===== src/rtl/d_fifo_drain_arbiter.sv =====
// Round-robin drain of the D0/D1 destination FIFOs into one valid/ready stream tagged with source.
// Latency: pop in cycle N -> word on data_out in cycle N+2 when the output buffer is empty.
// Backpressure: pops are credit-limited so at most 2 words sit in buffer+flight; out_ready low holds the head.
//
// Ports:
//   clk, reset            : clock, asynchronous active-high reset
//   active_in, error_in   : full-logic ACTIVE state / error abort
//   empty_D*, data_D*     : FIFO status and read data (data valid the cycle after a pop)
//   D0_pop, D1_pop        : combinational FIFO pops
//   data_out, valid_out,
//   src_out, out_ready    : output stream (src_out 0 = D0, 1 = D1)
//   cnt_D0, cnt_D1        : per-source delivered-word counters (wrap)
//   busy                  : FSM not in IDLE
module d_fifo_drain_arbiter #(
  parameter int DATA_WIDTH = 6,
  parameter int CNT_WIDTH  = 5
) (
  input  logic                  clk,
  input  logic                  reset,
  input  logic                  active_in,
  input  logic                  error_in,
  input  logic                  empty_D0,
  input  logic                  empty_D1,
  input  logic [DATA_WIDTH-1:0] data_D0,
  input  logic [DATA_WIDTH-1:0] data_D1,
  input  logic                  out_ready,
  output logic                  D0_pop,
  output logic                  D1_pop,
  output logic [DATA_WIDTH-1:0] data_out,
  output logic                  valid_out,
  output logic                  src_out,
  output logic [CNT_WIDTH-1:0]  cnt_D0,
  output logic [CNT_WIDTH-1:0]  cnt_D1,
  output logic                  busy
);

  typedef enum logic [1:0] {
    IDLE  = 2'd0,
    RUN   = 2'd1,
    FLUSH = 2'd2,
    ERR   = 2'd3
  } state_t;

  state_t state, state_next;

  // Two-entry output buffer; head drives the outputs directly.
  logic [DATA_WIDTH-1:0] head_dat, tail_dat;
  logic                  head_src, tail_src;
  logic [1:0]            occ;

  // A pop issued last cycle whose data is on data_D{pend_src} now.
  logic                  pending;
  logic                  pend_src;

  // Source preferred when both FIFOs have data (opposite of the last grant).
  logic                  rr;

  logic                  deq;
  logic                  credit_ok;
  logic                  grant_vld;
  logic                  grant_src;
  logic                  discard;
  logic [DATA_WIDTH-1:0] cap_dat;
  logic [1:0]            wr_idx;

  assign valid_out = (occ != 2'd0);
  assign deq       = valid_out & out_ready;
  assign data_out  = head_dat;
  assign src_out   = head_src;
  assign busy      = (state != IDLE);

  // occ + pending - deq < 2, rearranged to stay unsigned.
  assign credit_ok = ({1'b0, occ} + {2'b00, pending}) < (3'd2 + {2'b00, deq});

  assign cap_dat = pend_src ? data_D1 : data_D0;
  // Tail slot as seen after this cycle's dequeue shifts the buffer.
  assign wr_idx  = occ - {1'b0, deq};

  // Buffer and in-flight word are dropped on the edge that enters ERR.
  assign discard = (state_next == ERR);

  always_comb begin
    grant_vld = 1'b0;
    grant_src = 1'b0;
    if ((state == RUN) && credit_ok && !reset) begin
      if (!empty_D0 && !empty_D1) begin
        grant_vld = 1'b1;
        grant_src = rr;
      end else if (!empty_D0) begin
        grant_vld = 1'b1;
        grant_src = 1'b0;
      end else if (!empty_D1) begin
        grant_vld = 1'b1;
        grant_src = 1'b1;
      end
    end
  end

  assign D0_pop = grant_vld & ~grant_src;
  assign D1_pop = grant_vld &  grant_src;

  always_comb begin
    state_next = state;
    case (state)
      IDLE: begin
        if (active_in && !error_in) state_next = RUN;
      end
      RUN: begin
        if (error_in)        state_next = ERR;
        else if (!active_in) state_next = FLUSH;
      end
      FLUSH: begin
        if (error_in)                          state_next = ERR;
        else if ((occ == 2'd0) && !pending)    state_next = IDLE;
      end
      ERR: begin
        if (!error_in) state_next = IDLE;
      end
      default: state_next = IDLE;
    endcase
  end

  always_ff @(posedge clk or posedge reset) begin
    if (reset) begin
      state <= IDLE;
    end else begin
      state <= state_next;
    end
  end

  always_ff @(posedge clk or posedge reset) begin
    if (reset) begin
      occ      <= 2'd0;
      pending  <= 1'b0;
      pend_src <= 1'b0;
      rr       <= 1'b0;
      head_dat <= '0;
      head_src <= 1'b0;
      tail_dat <= '0;
      tail_src <= 1'b0;
    end else begin
      if (grant_vld) begin
        rr       <= ~grant_src;
        pend_src <= grant_src;
      end
      if (discard) begin
        occ     <= 2'd0;
        pending <= 1'b0;
      end else begin
        pending <= grant_vld;
        occ     <= occ + {1'b0, pending} - {1'b0, deq};
        if (deq) begin
          head_dat <= tail_dat;
          head_src <= tail_src;
        end
        // Capture after the shift so a same-cycle deq+capture keeps order.
        if (pending) begin
          if (wr_idx == 2'd0) begin
            head_dat <= cap_dat;
            head_src <= pend_src;
          end else begin
            tail_dat <= cap_dat;
            tail_src <= pend_src;
          end
        end
      end
    end
  end

  always_ff @(posedge clk or posedge reset) begin
    if (reset) begin
      cnt_D0 <= '0;
      cnt_D1 <= '0;
    end else if (deq) begin
      if (head_src) cnt_D1 <= cnt_D1 + 1'b1;
      else          cnt_D0 <= cnt_D0 + 1'b1;
    end
  end

endmodule


===== config.mk =====
export PLATFORM = sky130hd
export DESIGN_NAME = d_fifo_drain_arbiter
export DESIGN_NICKNAME = d
export VERILOG_FILES = /design/src/rtl/d_fifo_drain_arbiter.sv
export SDC_FILE = /design/constraint.sdc
export NUM_CORES = 1
export LEC_CHECK = 0
export CORE_MARGIN = 1.5
export CORE_UTILIZATION = 50
export DETAILED_ROUTE_END_ITERATION = 16
export GPL_TIMING_DRIVEN = 0
export PLACE_DENSITY = 0.92
export SYNTH_ARGS = -nofsm -noshare
export SYNTH_HDL_FRONTEND = slang
export SYNTH_SLANG_ARGS = --single-unit

===== constraint.sdc =====
create_clock -name clk -period 2.9 [get_ports clk]
set_input_delay 0.435 -clock clk [delete_from_list [all_inputs] [get_ports clk]]
set_output_delay 0.435 -clock clk [all_outputs]
set_load 0.01 [all_outputs]

## Yosys cells after proc, flatten, opt, wreduce, memory -nomap -nowiden

Cells that the tools add are included.
Widths: inputs -> output; s select.

- Add/sub/neg operators: 7
- Magnitude comparators: 1
- Equality and inequality tests: 4
- Mux-type cells: 23
- Bitwise logic cells: 7
- Reduce and logical (&&, ||, !) cells: 18

Operator list:

| operator | number |
|---|---|
| $mux 6 | 4 |
| $mux 2 | 7 |
| $mux 1 | 11 |
| $add 5x1->5 const B | 2 |
| $pmux 2 s4 | 1 |
| $eq 2x2->1 const B | 3 |
| $logic_not 2->1 | 3 |
| $logic_and 1x1->1 | 5 |
| $logic_not 1->1 | 5 |
| $not 1->1 | 4 |
| $reduce_and 2->1 | 2 |
| $reduce_bool 2->1 | 2 |
| $sub 2x1->2 | 2 |
| $add 2x1->3 | 1 |
| $add 2x1->3 const A | 1 |
| $and 1x1->1 | 3 |
| $lt 3x3->1 | 1 |
| $reduce_and 3->1 | 1 |
| $add 2x1->2 | 1 |
| $eq 2x1->1 const B | 1 |

- Register bits: 31
- Input bits: 19
- Output and inout bits: 21
- Word-level logic and storage cells: 71

## Logic depth before layout (Yosys ltp)

- Depth in word-level cells: 9
- Depth in mapped cells: 8
- Gate-level depth less buffers: 8

## Worst setup path before layout

No wires, ideal clock.

- Path kind: reg-to-output
- Start point: register occ[0]
- End point: output D0_pop
- Data arrival time: 1,733 ps
- Required time: 2,465 ps
- Slack: 732 ps
- Cell stages (with the launch flop): 6
- Path buffers: 0
- Cell sequence: dfrtp_1 > ha_1 > ha_1 > or4b_4 > nand2b_4 > nor3_1

- Cells in the longest elaborated chain, start to end: 9
- Elaborated cells on any way between the ends: 11
- Classes of those cells: add/sub: 2; order compare: 1; mux: 2; bitwise: 3; reduce/logical: 3

RTL lines:

| what | RTL line | RTL |
|---|---|---|
| from (decl) | 49 | `logic [1:0] occ;` |
| from (signal assigned) | 151 | `occ <= occ + {1'b0, pending} - {1'b0, deq};` |
| $reduce_bool 2->1 | 66 | `assign valid_out = (occ != 2'd0);` |
| $and 1x1->1 | 67 | `assign deq = valid_out & out_ready;` |
| $add 2x1->3 | 73 | `assign credit_ok = ({1'b0, occ} + {2'b00, pending}) < (3'd2 + {2'b00, deq});` |
| $lt 3x3->1 (*) | 73 |  |
| $logic_and 1x1->1 (*) (2 in a row) | 85 | `if ((state == RUN) && credit_ok && !reset) begin` |
| $mux 1 | 85 |  |
| $not 1->1 | 99 | `assign D0_pop = grant_vld & ~grant_src;` |
| $and 1x1->1 (*) | 99 |  |
| to (decl) | 27 | `output logic D0_pop,` |

Every way passes the cells marked *; elsewhere a longest branch is shown, timed or not.

## Worst setup path after layout

- Start point: register occ[0]
- End point: output D1_pop

- Cells in the longest elaborated chain, start to end: 8
- Elaborated cells on any way between the ends: 10
- Classes of those cells: add/sub: 2; order compare: 1; mux: 2; bitwise: 2; reduce/logical: 3

RTL lines:

| what | RTL line | RTL |
|---|---|---|
| $reduce_bool 2->1 | 66 |  |
| $and 1x1->1 | 67 |  |
| $add 2x1->3 | 73 |  |
| $lt 3x3->1 (*) | 73 |  |
| $logic_and 1x1->1 (*) (2 in a row) | 85 |  |
| $mux 1 | 85 |  |
| $and 1x1->1 (*) | 100 | `assign D1_pop = grant_vld & grant_src;` |
| to (decl) | 28 | `output logic D1_pop,` |

Marks and branches as above.

==> results.md <==
- Register area: 777 um2
- Post-DRT Antenna Nets: 0
- Top cells by area, synth: dfrtp_1, ha_1, mux2i_1
- Highest Clock Rate: 0.358 GHz
- DRT iter0 DRCs: 89
- H-tree depth: 2
- Max Cap Viol: 0
- Outcome: complete, no violations
- Area of the core: 0.00303 mm2
- Fin crit share: 0.962
- Max incr delay on CP: 0.54 ns
- Initial Util: 0.520
- Global-route wire length before repair: 5870 um
- WL met3: 144 um
- Complex-gate fraction of the synthesized area: 0.119
- Number of buffers created by CTS: 5
- Slew Limit Headroom: 0.216
- Synth Net Count: 171
- Syn avg cell area: 10.8 um2
- Unrepaired setup endpoints after global routing: no
- Crit path max-delay family: simple AND/OR/NAND/NOR gates
- Final hold violations: 0
- Post-Route WL: 3590 um
- Die Y-Extent: 59.1 um
- Synth top area share: 0.492
- Gpl congestion: 0.790
- Largest net degree at the start of global routing: 32
- Non-filler cells in the finished layout: 236
- Grt ovf: 0
- Nets: 217
- Power Density: 855 mW/mm2
- Seq/Total Area, Yosys: 0.492
- Via count: 1290
- VDD IR max: 412 uV
- CP Max Fanout: 5
- Die W: 59.1 um
- Clk_skew: 0.00522 ns
- CTS tree: done
- Reg clk slew, reported paths: 0.09 ns
- Met2 Wirelength: 1910 um
- Measured slew at the worst slew-check pin: 1.18 ns
- Most frequent cells in the layout: clkdlybuf4s50_1, dfrtp_1, nand2_1
- Crit end category: output port
- Design Power: 0.00177 W
- Max Slew Vio Count: 0
- Area delta synth->final: 31.8%
- DRC Markers: 0
- Area leader, netlist: dfrtp_1
- Crit path buf inv count: 1
- Top sig layer: met4
- Clk_lat worst skew: 0.33 ns
- Max Buffers Root-to-Sink: 2
- CTS Hold Buffers Added: 0
- Mapped Area: 0.00158 mm2
- Port-buffer cells: 39
- Clock sinks: 31
- Critical Path RT: 2.47 ns
- Commonest non-fill, non-tap cell in the layout: clkdlybuf4s50_1
- Initial antenna violation count: 0
- Flip-flop and latch count after synthesis: 31
- Final setup viols: 0
- Root Buffer: clkbuf_4
- Full die area: 0.00350 mm2
- Min cycle time layout: 2.79 ns
- Most frequent cell on the critical path: ha_1
- Detailed placement HPWL: 2660 um
- Area after DPL: 0.00202 mm2
- Critical path class: reg -> out
- Design area: 0.00208 mm2
- Slowest-stage cell, CP: or4b_4
- LEAKAGE: 0.970 nW
- Setup tns final: 0 ns
- Worst path arrival time: 2.36 ns
- I/O Pins: 40
- Worst hold path class: reg -> reg
- Drt via density: 5.47
- Simple-Gate Fraction of Synth Area: 0.200
- Xor/xnor share of the synthesized area: 0.0556
- CP Launch Type: register
- Yosys warns: 0
- WL/cell: 15.2 um
- Drt first pass iters: 4
- Post-synthesis mux area share: 0.0596
- Post-Synthesis Cells: 146
- Area of the multi-input gates: 759 um2
- Adder-Cell Fraction of Synth Area: 0.0477
- Largest family of logic cells by synthesized area: simple AND/OR/NAND/NOR gates
- M1 WL: 1490 um
- Layout cell share with drive strength beyond 1: 0.125
- Placed cells: 229
- Global Route Usage Sum: 0.226
- Synth unique cells: 39
- Cell row count: 20
- Ant. Diodes: 0
- Fillers: 215
- Number of global-route vias before repair: 1279
- CP Cell Sequence: ha_1, ha_1, or4b_4, nand2b_4, nor3_2, dlygate4sd2_1
through the flow:
step | util | hold slack [ns] | setup WS [ns]
after CTS | 0.685 | 0.479 | 0.0957
after global routing | 0.686 | 0.491 | 0.0106
after detailed placement | 0.667 | 0.462 | 0.156
after floorplan | - | 0.442 | 0.732
final | 0.686 | 0.473 | 0.109
after global placement | 0.667 | 0.454 | 0.231
worst paths after layout:
check,startpoint,end,slack [ns],cells after the start
setup reg to reg,occ[0],pend_src,1.00,6
max in group asynchronous,reset,occ[0],1.35,2
min in group asynchronous,reset,state[1],0.77,2
setup / recovery,occ[0],D1_pop,0.11,6
hold reg to reg,cnt_D0[4],cnt_D0[4],0.47,1
hold / removal,cnt_D0[4],cnt_D0[4],0.47,1
registers in the layout (all words and copies together) (netlist names):
register and cells:
data_out 6, tail_dat 6, cnt_D0 5, cnt_D1 5, occ 2, state 2
pend_src 1, pending 1, rr 1, src_out 1, tail_src 1
final cells by class:
cell class,count,area share
Inverter,6,0.0108
Clock inverter,1,0.00241
Multi-Input combinational cell,105,0.366
Tap cell,44,0.0265
Clock buffer,6,0.0247
Buffer,4,0.00844
Timing Repair Buffer,39,0.187
Sequential cell,31,0.374
repair_timing:
item	CTS	global route
gates cloned	0	0
endpoints found under the setup margin	2	2
resized for setup	2	1
buffers inserted	0	0
synthesized netlist by cell type (all sizes together):
cell and instances:
nor4b 1, nand3 1, and2 3, a22o 1, ha 6, nand3b 1
o211ai 1, nand2 13, buf 3, nor3 5, a21oi 4, a221o 5
nor3b 1, o2bb2ai 1, nand4 2, dfrtp 31, o21ai 12, and4bb 1
clkbuf 1, and3 6, xor2 4, inv 6, xnor2 6, or2 1
mux2 3, nand2b 1, a211o 1, mux2i 6, or4b 1, nor2 13
nor2b 4, a211oi 1
report_power, final:
group          total (W)  switching [W]  internal [W]
combinational   0.000789       0.000374      0.000414
clock           0.000253       0.000141      0.000112
sequential      0.000732       0.000141      0.000591
total            0.00177       0.000656       0.00112
cell families (layout without fill, tap and decap cells):
family | after synthesis | count (layout)
and+or+nand+nor | 54 | 54
DFF | 31 | 31
AOI/OAI and AO/OA | 26 | 26
xor gates and xnor gates | 10 | 10
buffers and inverters | 10 | 56
muxes | 9 | 9
adders and majority gates | 6 | 6
metal layers:
| layer | track usage | vias to the layer above |
|---|---|---|
| li1 | - | 608 |
| met1 | 0.260 | 634 |
| met2 | 0.398 | 41 |
| met3 | 0.0546 | 7 |
| met4 | 0.0942 | 0 |
| met5 | 0 | - |
Power figures use the tool's default switching activity.
==> edit: new RTL, same settings <==
Change the parameter `DATA_WIDTH` from 6 to 7.
--- a/src/rtl/d_fifo_drain_arbiter.sv
+++ b/src/rtl/d_fifo_drain_arbiter.sv
@@ -12,7 +12,7 @@
 //   cnt_D0, cnt_D1        : per-source delivered-word counters (wrap)
 //   busy                  : FSM not in IDLE
 module d_fifo_drain_arbiter #(
-  parameter int DATA_WIDTH = 6,
+  parameter int DATA_WIDTH = 7,
   parameter int CNT_WIDTH  = 5
 ) (
   input  logic                  clk,
Ports: changed (resized data_D0, data_D1 and data_out); port bits go from 40 to 43. No check against the original RTL was run, so the function may have changed too.
==> edit against the original RTL <==
Global-route usage grew 1.3 points. Cell count shrank 0.85%. Worst setup slack lost 0.015 ns. Critical path depth is the same. Design area grew 6.8%. Sequential cell count grew 2. Routed wire length grew 8.5%. Total power grew 19%. Area after synthesis grew 4.2%. Critical endpoint unchanged. Largest cell class unchanged. Largest power group unchanged.
==> edit: results (changes against the original RTL) <==
Status
  – Run status: completed

Logic synthesis
  – Synth Area in Adders: 4.57% (-0.19 points)
  – Compound-Gate Fraction of Synth Area: 10.8% (-1.1 points)
  – Sequential area share after synthesis: 50.3% (+1.1 points)
  – Syn_area_per_cell: 11.8 um^2 (+9.5%)
  – XOR/XNOR Fraction of Synth Area: 5.34% (-0.22 points)
  – Library cells used by synthesis: 32 (-18%)
  – Mux contribution to synthesized area: 12.5% (+6.5 points)
  – Post-synth top cells: dfrtp_1 (33), nor2_1 (10), nand2_1 (9), mux2_2 (8), xnor2_1 (8)

Placement
  – DP Cell Count: 225 (-1.7%)
  – Gpl congestion: 0.758 (-4.1%)
  – PortBufs: 42 (+7.7%)

Routing
  – Vias: 1315 (+1.9%)
  – WL final: 3890 um (+8.5%)
  – DR iter-0 viols: 53 (-40%)

Die
  – Die width: 60.3 um (+2.0%)

Worst setup path
  – Peak fanout along the critical path: 6 (+1)

Finish
  – Nets: 216 (-0.46%)
  – Share of layout cells above drive strength 1: 18.9% (+6.4 points)
  – Non-clock buffers: 45 (+4.7%)
  – Multi-input combinational cell count: 97 (-7.6%)
  – Seq cells: 33 (+6.5%)
  – Final non-clock buffer share: 20.7% (+1.2 points)
  – Fillers: 225 (+4.7%)
  – Nonclk inv count: 7 (+1)
  – Clk tree area frac: 3.16% (+0.45 points)
  – Fraction of area in multi-input gates: 35.1% (-1.5 points)

GRT
  – Largest net degree at the start of global routing: 34 (+6.3%)
  – GRT Total Usage: 23.8% (+1.3 points)

Timing
  – Worst Skew: 0.0104 ns (+0.00522 ns)
  – Worst-Margin Slew: 0.668 ns (-0.507 ns)

Power
  – Power Clock: 0.301 mW (+19%)
  – Leak: 1.03 nW (+5.8%)
  – Sw Ratio: 35.2% (-1.8 points)

Clocking
  – PostCTS Resize Cnt: 3 (+1)
edit: cell count changes after synthesis, moves of 3 or more:
cell,change
nand2_1,-4
mux2_4,+7
mux2_2,+5
and2_1,-3
mux2i_1,-5
o21ai_0,-4
edit: critical path, delay by kind of cell (launching register included):
family                     cells  cell delay (ns)
buffers and inverters          1             0.26
and+or+nand+nor                3             0.92
adders and majority gates      2             0.40
DFF                            1             0.47
edit: through the flow:
stage | utilization [%] | power [mW] | area, um^2 | setup WS, ns | hold slack (ns)
global placement | 68.8 | 1.72 | 2120 | 0.176 | 0.457
floorplan | - | 1.36 | 1640 | 0.675 | 0.442
global route | 72.0 | 2.23 | 2220 | 0.0328 | 0.518
CTS | 71.0 | 2.10 | 2190 | 0.00614 | 0.486
finish | 72.0 | 2.10 | 2220 | 0.0941 | 0.480
detailed placement | 68.8 | 1.79 | 2120 | 0.0633 | 0.469
edit: per-layer routing:
layer,wire length (um),global-route usage [%]
met1,1630,27.5
met2,1980,42.9
met3,200,6.71
met4,84,6.98
met5,0,0
